[config.mk]
export PLATFORM = sky130hd
export DESIGN_NAME = instruction_fetch_unit
export DESIGN_NICKNAME = d
export VERILOG_FILES = /design/src/rtl/instruction_fetch_unit.sv
export SDC_FILE = /design/constraint.sdc
export NUM_CORES = 1
export LEC_CHECK = 0
export CORE_ASPECT_RATIO = 0.6
export CORE_MARGIN = 4
export CORE_UTILIZATION = 41
export CTS_BUF_LIST = sky130_fd_sc_hd__clkbuf_16
export CTS_CLUSTER_SIZE = 28
export DETAILED_ROUTE_END_ITERATION = 16
export PLACE_DENSITY = 0.76
export SYNTH_ARGS = -nofsm -noshare
export SYNTH_HDL_FRONTEND = slang
export SYNTH_SLANG_ARGS = --single-unit
[constraint.sdc]
create_clock -name clk -period 2.35 [get_ports clk]
set_clock_uncertainty 0.15 [all_clocks]
set_input_delay 0.235 -clock clk [delete_from_list [all_inputs] [get_ports clk]]
set_output_delay 0.235 -clock clk [all_outputs]
set_load 0.01 [all_outputs]
[src/rtl/instruction_fetch_unit.sv]
// Fetch stage: owns the PC, drives the instruction memory address and captures
// the returned word into the IF/ID register. Handles stall, branch redirect
// with flush, end-of-program halt and a sticky misaligned-target fault.
module instruction_fetch_unit #(
  parameter logic [63:0] RESET_PC = 64'd0,
  parameter logic [63:0] END_ADDR = 64'd96,
  parameter logic [31:0] NOP_INST = 32'h00000013
) (
  input  logic        clk,
  input  logic        reset,
  input  logic        stall,
  input  logic        branch_taken,
  input  logic [63:0] branch_target,
  output logic [63:0] Inst_Address,
  input  logic [31:0] Instruction,
  output logic [63:0] IFID_PC,
  output logic [31:0] IFID_Instruction,
  output logic        IFID_Valid,
  output logic        Halted,
  output logic        Fault,
  output logic [31:0] fetch_count
);

  typedef enum logic [1:0] {
    StRun   = 2'd0,
    StHalt  = 2'd1,
    StFault = 2'd2
  } state_e;

  state_e      state_q;
  logic [63:0] pc_q;
  logic        target_aligned;

  assign target_aligned = (branch_target[1:0] == 2'b00);
  assign Inst_Address   = pc_q;

  // State, PC, IF/ID register, counter and registered status flags.
  always_ff @(posedge clk) begin
    if (reset) begin
      state_q          <= StRun;
      pc_q             <= RESET_PC;
      IFID_PC          <= 64'd0;
      IFID_Instruction <= NOP_INST;
      IFID_Valid       <= 1'b0;
      Halted           <= 1'b0;
      Fault            <= 1'b0;
      fetch_count      <= 32'd0;
    end else begin
      unique case (state_q)
        StRun: begin
          if (branch_taken) begin
            // Redirect wins over stall; the wrong-path word is squashed.
            IFID_PC          <= 64'd0;
            IFID_Instruction <= NOP_INST;
            IFID_Valid       <= 1'b0;
            if (target_aligned) begin
              pc_q <= branch_target;
            end else begin
              state_q <= StFault;
              Fault   <= 1'b1;
            end
          end else if (stall) begin
            // Hold everything.
          end else if (pc_q >= END_ADDR) begin
            state_q          <= StHalt;
            Halted           <= 1'b1;
            IFID_PC          <= 64'd0;
            IFID_Instruction <= NOP_INST;
            IFID_Valid       <= 1'b0;
          end else begin
            IFID_PC          <= pc_q;
            IFID_Instruction <= Instruction;
            IFID_Valid       <= 1'b1;
            pc_q             <= pc_q + 64'd4;
            fetch_count      <= fetch_count + 32'd1;
          end
        end
        StHalt: begin
          // IF/ID is already flushed; only a redirect leaves this state.
          if (branch_taken) begin
            Halted <= 1'b0;
            if (target_aligned) begin
              pc_q    <= branch_target;
              state_q <= StRun;
            end else begin
              state_q <= StFault;
              Fault   <= 1'b1;
            end
          end
        end
        StFault: begin
          // Sticky until reset.
        end
        default: begin
          state_q    <= StFault;
          Halted     <= 1'b0;
          Fault      <= 1'b1;
          IFID_Valid <= 1'b0;
        end
      endcase
    end
  end

endmodule
# Word-level counts from Yosys, hierarchy flattened
# Cells that the tools add are included.
word_totals:
  regBits: 197
  in_bits: 100
classes:
  add_sub_neg: 2
  n_lt_le_gt_ge: 1
  n_eq_ne: 13
  mux: 31
  bitwise: 5
  reduce_logical: 12
op_table:
  columns: ["op", "n"]
  rows:
  - ["$mux 64", 8]
  - ["$pmux 64 s2", 1]
  - ["$mux 32", 3]
  - ["$add 64x3->64 const B", 1]
  - ["$ge 64x7->1 const B", 1]
  - ["$add 32x1->32 const B", 1]
  - ["$mux 2", 6]
  - ["$ne 3x3->1 const B", 4]
  - ["$ne 2x2->1 const B", 5]
  - ["$reduce_and 5->1", 2]
  - ["$mux 1", 9]
  - ["$reduce_and 4->1", 2]
  - ["$pmux 2 s3", 1]
  - ["$not 1->1", 5]
  - ["$logic_not 2->1", 2]
  - ["$ne 2x1->1 const B", 2]
  - ["$pmux 1 s2", 2]
  - ["$reduce_and 2->1", 2]
  - ["$reduce_or 2->1", 2]
  - ["$pmux 1 s3", 1]
  - ["$reduce_and 3->1", 1]
  - ["$eq 2x1->1 const B", 1]
  - ["$eq 2x2->1 const B", 1]
  - ["$reduce_bool 2->1", 1]

# Depth between registers and ports, before layout
# Gate-level depths: netlist of run 1.
depth:
  depth_word: 5
  ltp_mapped: 10
  mapped_depth_nobuf: 7

# Worst setup path after synthesis of run 1
# Ideal clock, no wire load.
synth_path:
  path_type: "register to register"
  startpoint: "register state_q[1]"
  endpoint: "register pc_q[36], in the netlist Inst_Address[36]"
  setup_time_ps: 119
  arrival_time_ps: 2203
  required_ps: 2081
  path_slack_ps: -122
  path_stages_with_launch: 10
  period_less_slack_ps: 2472
  cell_sequence: "dfxtp_1 -> inv_1 -> ha_1 -> clkbuf_1 -> or3b_1 -> or4_1 -> buf_2 -> nor2_4 -> a31oi_1 -> o221a_2"
synth_between:
  elab_chain_cells: 3
  word_cells_on_any_way: 8
synth_lines:
  columns: ["item", "line_no", "text"]
  rows:
  - ["start: declaration", "30", "state_e state_q;"]
  - ["start signal: assignment", "40", "state_q <= StRun;"]
  - ["start signal: assignment", "59", "state_q <= StFault;"]
  - ["start signal: assignment", "65", "state_q <= StHalt;"]
  - ["$eq 2x1->1 or $logic_not 2->1 (tied branches)", "49", "unique case (state_q)"]
  - ["$ne 2x2->1 (no source line), or another cell as far along", null, null]
  - ["$reduce_and 4->1 (no source line)", null, null]
  - ["end signal: assignment", "57", "pc_q <= branch_target;"]
  - ["end signal: assignment", "74", "pc_q <= pc_q + 64'd4;"]
  - ["end signal: assignment", "83", "pc_q <= branch_target;"]
  - ["end: declaration", "31", "logic [63:0] pc_q;"]
# Several ways; a longest one is shown, not always the timed one.
# A chain may end at the register's enable or synchronous reset.

# Final worst setup path of run 1
layout_path:
  startpoint: "register pc_q[45], in the netlist Inst_Address[45]"
  endpoint: "register fetch_count[24]"
layout_between:
  elab_chain_cells: 3
layout_lines:
  columns: ["item", "line_no", "text"]
  rows:
  - ["$ge 64x7->1", "64", "end else if (pc_q >= END_ADDR) begin"]
  - ["$not 1->1 (no source line)", null, null]
  - ["$reduce_and 4->1 (no source line)", null, null]
  - ["end signal: assignment", "75", "fetch_count <= fetch_count + 32'd1;"]
  - ["end: declaration", "21", "output logic [31:0] fetch_count"]
# Every way passes these cells.

==> results.sh, run 1 <==
export IMPL_outcome="finished with violations"
export IMPL_violations="setup timing"
export IMPL_pin_count=295
export IMPL_gr_total_overflow=0
export IMPL_nFillCells=1363
export IMPL_power_mw=11.1
export IMPL_root_buffer="clkbuf_16"
export IMPL_ys_types=62
export IMPL_hp_start="branch_target[51]"
export IMPL_min_path_type="input pin to flop"
export IMPL_dpl_hpwl_um=24600
export IMPL_clk_pin_slew_ns=0.08
export IMPL_synth_seq_cells=197
export IMPL_grt_pass1_vias=9507
export IMPL_antenna_found_initial=2
export IMPL_setup_violations=121
export IMPL_die_w_um=194
export IMPL_placementRows=40
export IMPL_synth_edf_count=0
export IMPL_area_growth_pct=74.8
export IMPL_viasPerCell=5.98
export IMPL_cts_buffers=17
export IMPL_final_seq_area_um2=3970
export IMPL_setup_ws_ns=-0.319
export IMPL_final_nets=1517
export IMPL_min_period_over_period=1.14
export IMPL_path_max_fanout=6
export IMPL_async_flop_share=0
export IMPL_die_h_um=120
export IMPL_grt_max_degree=116
export IMPL_crit_type="flop to flop"
export IMPL_ir_worst_vdd_uv=821
export IMPL_endpoint_kind="flop"
export IMPL_drive_gt1_frac=0.293
export IMPL_reg2reg_from="Inst_Address[45]"
export IMPL_placed_cells=1626
export IMPL_power_density_nw_per_um2=740
export IMPL_start_util=0.423
export IMPL_core_region_area_um2=20200
export IMPL_critPathLaunchType="flop"
export IMPL_grt_pass1_wl_um=54900
export IMPL_drv_slew=0
export IMPL_period_minus_slack_ns=2.67
export IMPL_detail_route_first_pass_iterations=5
export IMPL_drt_wirelength_per_cell_um=22.1
export IMPL_drv_cap=0
export IMPL_ys_flop_type="dfxtp_1"
export IMPL_power_leakage_nw=5.74
export IMPL_max_freq_mhz=375
export IMPL_fin_cells=1698
export IMPL_hold_violations=0
export IMPL_wirelength_um=37500
export IMPL_rsz0062_at_grt="true"
export IMPL_synth_top_area_cell="dfxtp_1"
export IMPL_die_area_um2=23300
export IMPL_critPathArrivalTime_ns=2.85
export IMPL_ys_warn_count=0
export IMPL_ff2ff_setup_slack_ns=-0.32
export IMPL_drtIter0Drc=1201
export IMPL_synth_top_area_frac=0.462
export IMPL_drt_antenna_violating_nets=0
export IMPL_cp_required_ns=2.53
export IMPL_synthesis_instances=986
export IMPL_cts_tree="yes"
export IMPL_clkSinkCount=197
export IMPL_h_tree_depth=4
export IMPL_vias=10200
export IMPL_syn_num_nets=1092
export IMPL_slew_headroom=0.403
export IMPL_yosys_top_cells_area="dfxtp_1 (46%), and3_1 (4.8%), nor2_1 (4.0%)"
export IMPL_avgSynthCellArea_um2=8.66
export IMPL_fin_tns_setup_ns=-18.13
export IMPL_clk_path_buf_depth=2
export IMPL_cp_startpoint="Inst_Address[45]"
export IMPL_port_buffer_count=294
export IMPL_tightest_slew_ns=0.893
export IMPL_grt_util_all_layers=0.294
export IMPL_synth_area_um2=8540
export IMPL_insertion_delay_ns=0.45
export IMPL_yosysSeqAreaShare=0.462
export IMPL_gp_congestion=0.969
export IMPL_multi_input_area_um2=5190
export IMPL_drc=0
[registers in the layout, indices dropped and copies added, names as in the netlist]
register,count
IFID_PC,64
fetch_count,32
Halted,1
Inst_Address,64
IFID_Valid,1
IFID_Instruction,32
state_q,2
Fault,1
[what timing repair did]
item                       CTS  global route
gates cloned                 7             4
gates resized for setup     67           143
pin swaps                   33            68
hold buffers                 0             0
setup endpoints to repair  116           129
buffers inserted            22            19
[synthesized netlist by cell type (9+ instances only)]
| cell | number |
|---|---|
| a21oi_1 | 43 |
| mux2_2 | 10 |
| a22oi_1 | 38 |
| or2_2 | 15 |
| nand2_1 | 79 |
| nand3_1 | 36 |
| o22ai_1 | 25 |
| o41ai_1 | 9 |
| nor2b_1 | 17 |
| nor4_1 | 37 |
| nand4_1 | 40 |
| o21ai_0 | 45 |
| buf_2 | 12 |
| nor3_1 | 13 |
| and3_1 | 65 |
| dfxtp_1 | 197 |
| nor2_1 | 92 |
| inv_1 | 17 |
| clkbuf_1 | 60 |
[cells in the final DEF (no fill, tap or decap), types with 14 or more instances in the layout]
master	count
clkdlybuf4s50_1	293
dfxtp_1	180
buf_4	148
nor2_1	89
nand2_1	76
and3_1	65
o21ai_0	42
nand4_1	40
nand3_1	33
a22oi_2	31
buf_6	23
a21oi_2	21
clkbuf_16	21
a21oi_1	20
nor2b_1	17
dfxtp_2	16
nor4_1	16
o22ai_1	16
inv_1	14
or2_2	14
buf_12	14
[worst paths after layout]
path,to,depth (start not counted)
setup / recovery,fetch_count[24],8
hold / removal,Inst_Address[51],3
setup reg to reg,fetch_count[24],8
hold reg to reg,Fault,2
[kinds of logic after synthesis]
group                    after synthesis  share of synthesized area
AO/OA/AOI/OAI                        236                      0.189
flip-flops                           197                      0.462
XOR/XNOR                               1                    0.00103
adder cells (fa/ha/maj)                6                    0.00879
AND/OR/NAND/NOR                      424                      0.261
multiplexers                          24                     0.0306
buffers and inverters                 98                     0.0483
[cell type report]
| type | count | area share |
|---|---|---|
| Multi-Input combinational cell | 692 | 0.347 |
| Timing Repair Buffer | 486 | 0.318 |
| Sequential cell | 197 | 0.266 |
| Clock buffer | 17 | 0.0285 |
| Tap cell | 273 | 0.0229 |
| Clock inverter | 15 | 0.0128 |
| Inverter | 17 | 0.00427 |
| Antenna cell | 1 | 0.000168 |
[where the power goes]
group,leakage [nW],total (mW),switching [mW],internal (mW)
Combinational,3.84,4.26,2.32,1.94
Sequential,1.60,3.71,0.157,3.55
Clock,0.296,3.08,1.46,1.62
Total,5.74,11.1,3.94,7.11
[metrics by stage]
stage	area, um^2	hold WS, ns	worst slack (ns)	util
2_1_floorplan	8690	0.209	-0.0167	-
3_3_place_gp	12900	0.305	-0.366	0.636
3_5_place_dp	12900	0.312	-0.433	0.636
4_1_cts	14100	0.166	-0.227	0.699
5_1_grt	14900	0.190	-0.350	0.739
6_report	14900	0.186	-0.319	0.739
[per-layer routing]
metal  vias to the layer above  share of wire  GRT usage
li1                       4550              -          -
met1                      4841           0.42      0.415
met2                       681           0.43      0.410
met3                        81           0.13      0.131
met4                         2          0.019     0.0672
met5                         -        0.00019          0
[worst max-delay path, stage by stage, from the launching register on]
cell and delay [ns]:
dfxtp_2 0.35, nor4_2 0.28, buf_4 0.18, nand4_1 0.14, buf_4 0.18, or4_4 0.61, buf_4 0.18, nor4_4 0.16
mux2_4 0.32
No activity file was read; power rests on OpenSTA's default activity.
==> inputs of run 2 (changes only) <==
--- a/config.mk
+++ b/config.mk
@@ -5,13 +5,14 @@
 export SDC_FILE = /design/constraint.sdc
 export NUM_CORES = 1
 export LEC_CHECK = 0
+export ABC_AREA = 1
 export CORE_ASPECT_RATIO = 0.6
 export CORE_MARGIN = 4
-export CORE_UTILIZATION = 41
+export CORE_UTILIZATION = 43
 export CTS_BUF_LIST = sky130_fd_sc_hd__clkbuf_16
 export CTS_CLUSTER_SIZE = 28
 export DETAILED_ROUTE_END_ITERATION = 16
-export PLACE_DENSITY = 0.76
+export PLACE_DENSITY = 0.77
 export SYNTH_ARGS = -nofsm -noshare
 export SYNTH_HDL_FRONTEND = slang
 export SYNTH_SLANG_ARGS = --single-unit
==> results.sh, run 2 <==
export IMPL_outcome="completed"
export IMPL_yosys_top_cells_area="dfxtp_1 (40%), nand2_1 (16%), nor2_1 (8.4%)"
export IMPL_worstPathCellList="inv_1 -> nand3_1 -> nor2_1 -> nand2_1 -> nor2_1 -> nand2_4 -> nand2_4 -> nand2_2 -> buf_6 -> o21ai_0 -> a21oi_1"
export IMPL_grt_max_degree=132
export IMPL_die_area_um2=25400
export IMPL_viasPerCell=5.23
export IMPL_final_nets=1904
export IMPL_drv_cap=0
export IMPL_yosysSeqAreaShare=0.401
export IMPL_area_growth_pct=42.7
export IMPL_min_period_over_period=0.942
export IMPL_cpPeakStageDelay_ns=0.37
export IMPL_setup_violations=0
export IMPL_hold_buffers=0
export IMPL_die_h_um=125
export IMPL_design_area_um2=14000
export IMPL_mostFrequentLayoutCell="nand2_1"
export IMPL_ir_worst_vdd_uv=575
export IMPL_cts_resized=0
export IMPL_tightest_slew_ns=0.646
export IMPL_drv_slew=0
export IMPL_async_flop_share=0
export IMPL_detail_route_first_pass_iterations=5
export IMPL_cpLargestDelayFamily="simple AND/OR/NAND/NOR gates"
export IMPL_drt_antenna_violating_nets=0
export IMPL_vias=11100
export IMPL_hold_violations=0
export IMPL_antenna_found_initial=1
export IMPL_root_buffer="clkbuf_16"
export IMPL_endpoint_kind="flop"
export IMPL_h_tree_depth=4
export IMPL_drc=0
export IMPL_dpl_hpwl_um=26000
export IMPL_wirelength_um=35500
export IMPL_pin_count=295
export IMPL_die_w_um=203
export IMPL_avgSynthCellArea_um2=6.54
export IMPL_cts_buffers=17
export IMPL_synth_edf_count=0
export IMPL_layout_common_cells="nand2_1 (413), clkdlybuf4s50_1 (293), nor2_1 (220)"
export IMPL_drt_wirelength_per_cell_um=16.7
export IMPL_power_density_nw_per_um2=716
export IMPL_ys_warn_count=0
export IMPL_placementRows=42
export IMPL_slowest_stage="dfxtp_1"
export IMPL_yosys_top_cells_count="nand2_1 (414), nor2_1 (221), dfxtp_1 (197)"
export IMPL_drtIter0Drc=1058
export IMPL_place_area_um2=13400
export IMPL_core_region_area_um2=22300
export IMPL_diodes=0
export IMPL_grt_pass1_vias=10400
export IMPL_gp_congestion=0.928
export IMPL_fin_tns_setup_ns=0
export IMPL_power_mw=10.0
export IMPL_synth_top_area_frac=0.401
export IMPL_synth_seq_cells=197
export IMPL_ys_flop_type="dfxtp_1"
export IMPL_slew_headroom=0.569
export IMPL_clk_pin_slew_ns=0.08
export IMPL_ff2ff_setup_slack_ns=0.14
export IMPL_min_path_type="input pin to flop"
export IMPL_grt_util_all_layers=0.272
export IMPL_start_util=0.441
export IMPL_synth_area_um2=9840
export IMPL_port_buffer_count=294
export IMPL_syn_num_nets=1611
export IMPL_clkSinkCount=197
export IMPL_drive_gt1_frac=0.0613
export IMPL_critPathArrivalTime_ns=2.38
export IMPL_cp_num_buf_inv=2
export IMPL_path_max_fanout=49
export IMPL_critPathLaunchType="flop"
export IMPL_cp_required_ns=2.52
export IMPL_ys_types=38
export IMPL_synth_most_common_cell="nand2_1"
export IMPL_power_leakage_nw=5.14
export IMPL_gr_total_overflow=0
export IMPL_crit_type="flop to flop"
export IMPL_synth_top_area_cell="dfxtp_1"
export IMPL_grt_pass1_wl_um=56500
export IMPL_insertion_delay_ns=0.45
export IMPL_period_minus_slack_ns=2.21
export IMPL_cts_tree="yes"
export IMPL_cts_setup_buffers=0
export IMPL_clk_path_buf_depth=2
export IMPL_max_freq_mhz=452
export IMPL_synthesis_instances=1505
-- run 2: kinds of logic after synthesis --
family                     after synthesis  share of synthesized area
and+or+nand+nor                        808                      0.342
AOI/OAI and AO/OA                      293                      0.154
DFF                                    197                      0.401
buffers and inverters                  174                     0.0719
xor gates and xnor gates                27                     0.0240
adders and majority gates                6                    0.00763
-- run 2: report_power, final --
| group | total (mW) | internal (mW) | switching, mW |
|---|---|---|---|
| sequential | 3.91 | 3.65 | 0.262 |
| clock | 3.01 | 1.54 | 1.47 |
| combinational | 3.13 | 1.37 | 1.76 |
| total | 10.0 | 6.56 | 3.49 |
-- run 2: worst min-delay path: stages --
cell and delay, ns:
buf_4 0.11, inv_2 0.21, nand2_1 0.13
-- run 2: final cells by class --
| type | instances | area (um^2) |
|---|---|---|
| clock buffers | 17 | 425 |
| inverters | 93 | 352 |
| flip-flops and latches | 197 | 3940 |
| repair buffers | 355 | 3530 |
| clock inverters | 15 | 188 |
| multi-input cells | 1134 | 5210 |
| fillers | 2002 | 8250 |
| well taps | 308 | 385 |
-- run 2: worst paths after layout --
path | to | cells past startpoint | start
worst max-delay path | Inst_Address[5] | 11 | Inst_Address[33]
worst min-delay path | IFID_Instruction[1] | 3 | reset
worst max register to register | Inst_Address[5] | 11 | Inst_Address[33]
worst min register to register | IFID_PC[48] | 2 | IFID_PC[48]
-- run 2: per-layer routing --
layer | track usage | vias up | part of all wire
met2 | 0.388 | 520 | 0.41
met4 | 0.0622 | 2 | 0.013
met1 | 0.391 | 5030 | 0.45
met5 | 0 | - | 0.00034
met3 | 0.0996 | 39 | 0.12
li1 | - | 5486 | -
-- run 2: through the flow --
step                      worst slack, ns  hold slack, ns  cells  utilization
after detailed placement           0.0373           0.278   2087        0.602
after global routing             -0.00176           0.158   2119        0.630
after CTS                          0.0997           0.117   2119        0.629
after global placement             0.0777           0.275   2087        0.602
after floorplan                     0.416           0.214   1505            -
final                               0.137           0.128   2119        0.630
